`src/rtl/mem_arbiter.sv`:
```
// mem_arbiter: two-requester arbiter in front of a single-port synchronous memory.
// Ports:
//   clk, rst_n                       clock, asynchronous active-low reset
//   {a,b}_req/_we/_addr/_wdata       requests; held stable until the matching gnt
//   {a,b}_gnt                        one-cycle grant pulse (WR or RD state)
//   {a,b}_rvalid/_rdata              one-cycle read strobe; rdata holds until the next read
//   mem_read/_write/_addr/_data_in   memory command; memory returns mem_data_out next cycle
//   busy                             high outside IDLE
// Build option: MEM_ARB_FIXED_PRIO_EN selects fixed priority (a wins ties)
// instead of round-robin.
module mem_arbiter #(
    parameter int AW = 5,
    parameter int DW = 8
) (
    input  logic          clk,
    input  logic          rst_n,
    input  logic          a_req,
    input  logic          a_we,
    input  logic [AW-1:0] a_addr,
    input  logic [DW-1:0] a_wdata,
    input  logic          b_req,
    input  logic          b_we,
    input  logic [AW-1:0] b_addr,
    input  logic [DW-1:0] b_wdata,
    output logic          a_gnt,
    output logic          a_rvalid,
    output logic [DW-1:0] a_rdata,
    output logic          b_gnt,
    output logic          b_rvalid,
    output logic [DW-1:0] b_rdata,
    output logic          mem_read,
    output logic          mem_write,
    output logic [AW-1:0] mem_addr,
    output logic [DW-1:0] mem_data_in,
    input  logic [DW-1:0] mem_data_out,
    output logic          busy
);
    typedef enum logic [1:0] {IDLE, WR, RD, RDCAP} state_t;
    state_t state, state_nxt;
    // sel is the current winner (0=a, 1=b); in round-robin it doubles as the
    // last-winner pointer. Reset to b so a wins the first tie.
    logic sel, sel_nxt, any_req, win_we;
    assign any_req = a_req | b_req;
`ifdef MEM_ARB_FIXED_PRIO_EN
    assign sel_nxt = ~a_req;
`else
    assign sel_nxt = (a_req & b_req) ? ~sel : b_req;
`endif
    assign win_we = sel_nxt ? b_we : a_we;
    always_comb begin
        state_nxt = state;
        a_gnt     = 1'b0;
        b_gnt     = 1'b0;
        mem_read  = 1'b0;
        mem_write = 1'b0;
        busy      = state != IDLE;
        case (state)
            IDLE:  state_nxt = any_req ? (win_we ? WR : RD) : IDLE;
            WR: begin
                state_nxt = IDLE;
                mem_write = 1'b1;
                a_gnt     = ~sel;
                b_gnt     = sel;
            end
            RD: begin
                state_nxt = RDCAP;
                mem_read  = 1'b1;
                a_gnt     = ~sel;
                b_gnt     = sel;
            end
            default: state_nxt = IDLE;
        endcase
    end
    always_ff @(posedge clk or negedge rst_n) begin
        if (!rst_n) begin
            state       <= IDLE;
            sel         <= 1'b1;
            mem_addr    <= '0;
            mem_data_in <= '0;
            a_rdata     <= '0;
            b_rdata     <= '0;
            a_rvalid    <= 1'b0;
            b_rvalid    <= 1'b0;
        end else begin
            state    <= state_nxt;
            a_rvalid <= state == RDCAP && !sel;
            b_rvalid <= state == RDCAP && sel;
            if (state == IDLE && any_req) begin
                sel         <= sel_nxt;
                mem_addr    <= sel_nxt ? b_addr : a_addr;
                mem_data_in <= sel_nxt ? b_wdata : a_wdata;
            end
            if (state == RDCAP && !sel) a_rdata <= mem_data_out;
            if (state == RDCAP && sel) b_rdata <= mem_data_out;
        end
    end
endmodule

```
`config.mk`:
```
export PLATFORM = sky130hd
export DESIGN_NAME = mem_arbiter
export DESIGN_NICKNAME = d
export VERILOG_FILES = /design/src/rtl/mem_arbiter.sv
export SDC_FILE = /design/constraint.sdc
export NUM_CORES = 1
export LEC_CHECK = 0
export CAP_MARGIN = 20
export CELL_PAD_IN_SITES_DETAIL_PLACEMENT = 1
export CELL_PAD_IN_SITES_GLOBAL_PLACEMENT = 2
export CORE_UTILIZATION = 23
export CTS_BUF_LIST = sky130_fd_sc_hd__clkbuf_16
export DETAILED_ROUTE_END_ITERATION = 7
export HOLD_SLACK_MARGIN = 0.03
export PLACE_DENSITY_LB_ADDON = 0.1
export SKIP_CTS_REPAIR_TIMING = 1
export SYNTH_ARGS = -nofsm -noshare
export SYNTH_HDL_FRONTEND = slang
export SYNTH_SLANG_ARGS = --single-unit
```
`constraint.sdc`:
```
create_clock -name clk -period 1.5 [get_ports clk]
set_input_delay 0.3 -clock clk [delete_from_list [all_inputs] [get_ports clk]]
set_output_delay 0.3 -clock clk [all_outputs]
set_load 0.02 [all_outputs]
```
==> summary.md <==
| Metric | Value |
|---|---|
| CP bufs+invs | `2` |
| Area after DPL | `approximately 2400 um^2` |
| Post-Synth XOR/XNOR Area | `0` |
| Critical path arrival | `1.25 ns` |
| Syn avg cell area | `around 13 um^2` |
| Antenna violations before repair | `0` |
| Setup-failing EPs final | `2` |
| PortBufs | `75` |
| CP cell instances | `inv_2 > ha_4 > nor2b_4 > buf_6` |
| Cells after Synth | `around 120` |
| Synth Area in Simple Gates | `0.0538` |
| Worst vdd ir | `roughly 0.76 mV` |
| Critical path peak fanout | `3` |
| DR vias | `roughly 1200` |
| Failing checks | `setup timing` |
| Die area | `between 6000 and 7000 um^2` |
| Tcrit/Tclk final | `1.03` |
| Static Leak | `1.56 nW` |
| Core Rows | `28` |
| # Max-Cap Violations | `0` |
| Share of cells above drive strength 1 | `0.291` |
| Slew margin rel. | `0.728` |
| Number of global-route vias before repair | `1290` |
| Detail Placement HPWL | `about 2.9 mm` |
| Hold/Removal Path Class | `register to register` |
| Synth Net Count | `159` |
| Final hold violation count | `0` |
| CP top delay family | `flip-flops` |
| Final instance area | `2780 um^2` |
| Final net count | `roughly 260` |
| Total routed wirelength | `~4.1 mm` |
| Worst setup EP type | `primary output` |
| Measured slew at the worst slew-check pin | `0.408 ns` |
| Ys Warns | `0` |
| Area Growth Syn to Fin | `89.7%` |
| Initial DRC Count | `19` |
| Vias per cell | `4.25` |
| Critical path depth | `4` |
| Pins Over Slew Limit | `0` |
| CORE AREA | `6030 um^2` |
| Post-synthesis compound-gate area fraction | `0.0726` |
| Remaining antenna violation count | `0` |
| Ant diodes | `0` |
| Remaining DRCs | `0` |
| CTS Root Cell | `clkbuf_16` |
| Clock sinks | `34` |
| CTS tree | `yes` |
| Register area share after synthesis | `0.582` |
| Die extent in x | `roughly 82 um` |
| Filler cells | `between 600 and 700` |
| Worst path required time | `around 1.2 ns` |
| Die H | `around 80 um` |
| Total global-route track usage | `0.126` |
| Multiplexer share of the synthesized area | `0.222` |
| Synth cell types | `21` |
| Slowest library cell on the worst path | `dfrtp_1` |
| Largest stage delay, worst path | `roughly 0.4 ns` |
| Top-Level Pins | `76` |
| CTS Buf Count | `5` |
| Largest family of logic cells by synthesized area | `multiplexers` |
| Synthesized area | `1460 um^2` |
| Dpl ws | `-0.296 ns` |
| Synth Register Bits | `34` |
| Power Dens Cells | `~2100 nW/um^2` |
| Final worst path period need | `~1.5 ns` |
| Clock Tree Buf Depth | `2` |
| Setup Skew | `~0.0020 ns` |
| Largest net degree at the start of global routing | `27` |
| WL per Instance | `14.1 um` |
| CTS H-Tree Depth | `2` |
| Setup crit start kind | `register` |
| Fmax | `between 600 and 700 MHz` |
| DR pass1 iterations | `2` |
| First-pass GRT wire length | `between 6 and 7 mm` |
| Fin worst setup slack | `-0.0450 ns` |
| Clk_lat worst skew | `about 0.27 ns` |
| Final core occ | `0.461` |
| Reg clk slew, reported paths | `around 0.050 ns` |
| RSZ-0062 raised after global routing | `true` |
| Initial core utilization | `0.243` |
| Worst reg-to-reg path cell count | `5` |
| Min Hold Slack | `0.474 ns` |
| Hold Crit Depth | `2` |
| Grt ovf | `0` |
| Adder-cell share of the synthesized area | `0.0342` |
| Outcome | `finished, violations left` |
| Setup Crit Path Kind | `register to primary output` |
| GPL Wtd Cong | `about 0.74` |
cells in the final DEF, fill, tap and decap left out, drive strengths merged, types with 4 or more instances in the layout:
cell type       n
clkdlybuf4s50  38
clkbuf          7
mux2           17
dlymetal6s2s   31
ha              4
o21ai          14
nand2          14
mux2i          13
dfrtp          33
buf            22
inv             4
per-layer routing:
layer / part of all wire / vias up / global-route usage
met5: 0 / - / 0
met4: 0.0091 / 0 / 0.0474
met3: 0.088 / 4 / 0.0511
met2: 0.51 / 56 / 0.215
met1: 0.39 / 574 / 0.140
li1: - / 589 / -
Yosys cell counts:
library cell / instances / share of area
a21bo_1: 1 / 0.0068
a21o_1: 1 / 0.0051
a21oi_1: 1 / 0.0034
a31oi_1: 1 / 0.0043
and2_1: 1 / 0.0043
buf_2: 2 / 0.0068
buf_6: 2 / 0.015
clkbuf_1: 1 / 0.0026
dfrtp_1: 33 / 0.56
dfstp_2: 1 / 0.018
ha_1: 4 / 0.034
inv_1: 4 / 0.010
mux2_2: 16 / 0.12
mux2_4: 1 / 0.010
mux2i_1: 13 / 0.089
nand2_1: 14 / 0.036
nor2_1: 2 / 0.0051
nor2b_1: 2 / 0.0085
o21ai_0: 13 / 0.044
o21ai_1: 1 / 0.0034
o21bai_1: 1 / 0.0051
sequential cells by signal, summed over array words and instances, names as in the netlist:
signal	count
a_rdata	8
a_rvalid	1
b_rdata	8
b_rvalid	1
mem_addr	5
mem_data_in	8
sel	1
state	2
cell type report:
type	count	area, um^2	area share
clock buffer	5	125	0.0450
inverter	4	15.0	0.00541
clock inverter	3	40.0	0.0144
multi-input combinational	73	628	0.226
timing repair buffer	94	1020	0.368
tap	75	93.8	0.0338
sequential	34	852	0.307
cell families (layout without fill, tap and decap cells):
| kind of cell | count (synthesis) | count (layout) |
|---|---|---|
| mux | 30 | 30 |
| compound gates | 19 | 19 |
| flops | 34 | 34 |
| buf+inv | 9 | 106 |
| simple gates | 19 | 20 |
| fa+ha+maj | 4 | 4 |
stage by stage:
step / TNS [ns] / power, mW / instances
6_report: -0.0754 / 5.79 / 288
5_1_grt: -0.337 / 6.20 / 288
4_1_cts: -6.73 / 5.68 / 281
3_5_place_dp: -5.34 / 4.49 / 273
3_3_place_gp: -3.72 / 4.40 / 273
2_1_floorplan: 0 / 2.98 / 115
worst reg2reg max path, cell delays in order, from the launching register on:
cell	delay, ns
dfrtp_1	0.40
buf_4	0.15
ha_2	0.20
nand2_1	0.11
buf_12	0.14
mux2_2	0.33
power breakdown:
part	total (mW)	switching, mW	internal [mW]
clock network	1.15	0.375	0.776
logic	3.04	1.44	1.61
registers	1.59	0.218	1.38
total	5.79	2.03	3.76
final timing paths:
kind,startpoint,to,slack (ns)
max in group asynchronous,rst_n,a_rvalid,0.40
min,mem_addr[3],mem_addr[3],0.47
max,state[1],a_gnt,-0.05
min reg2reg,mem_addr[3],mem_addr[3],0.47
max reg2reg,state[0],b_rdata[4],0.05
min in group asynchronous,rst_n,state[0],0.50
(Power assumes the default switching activity.)
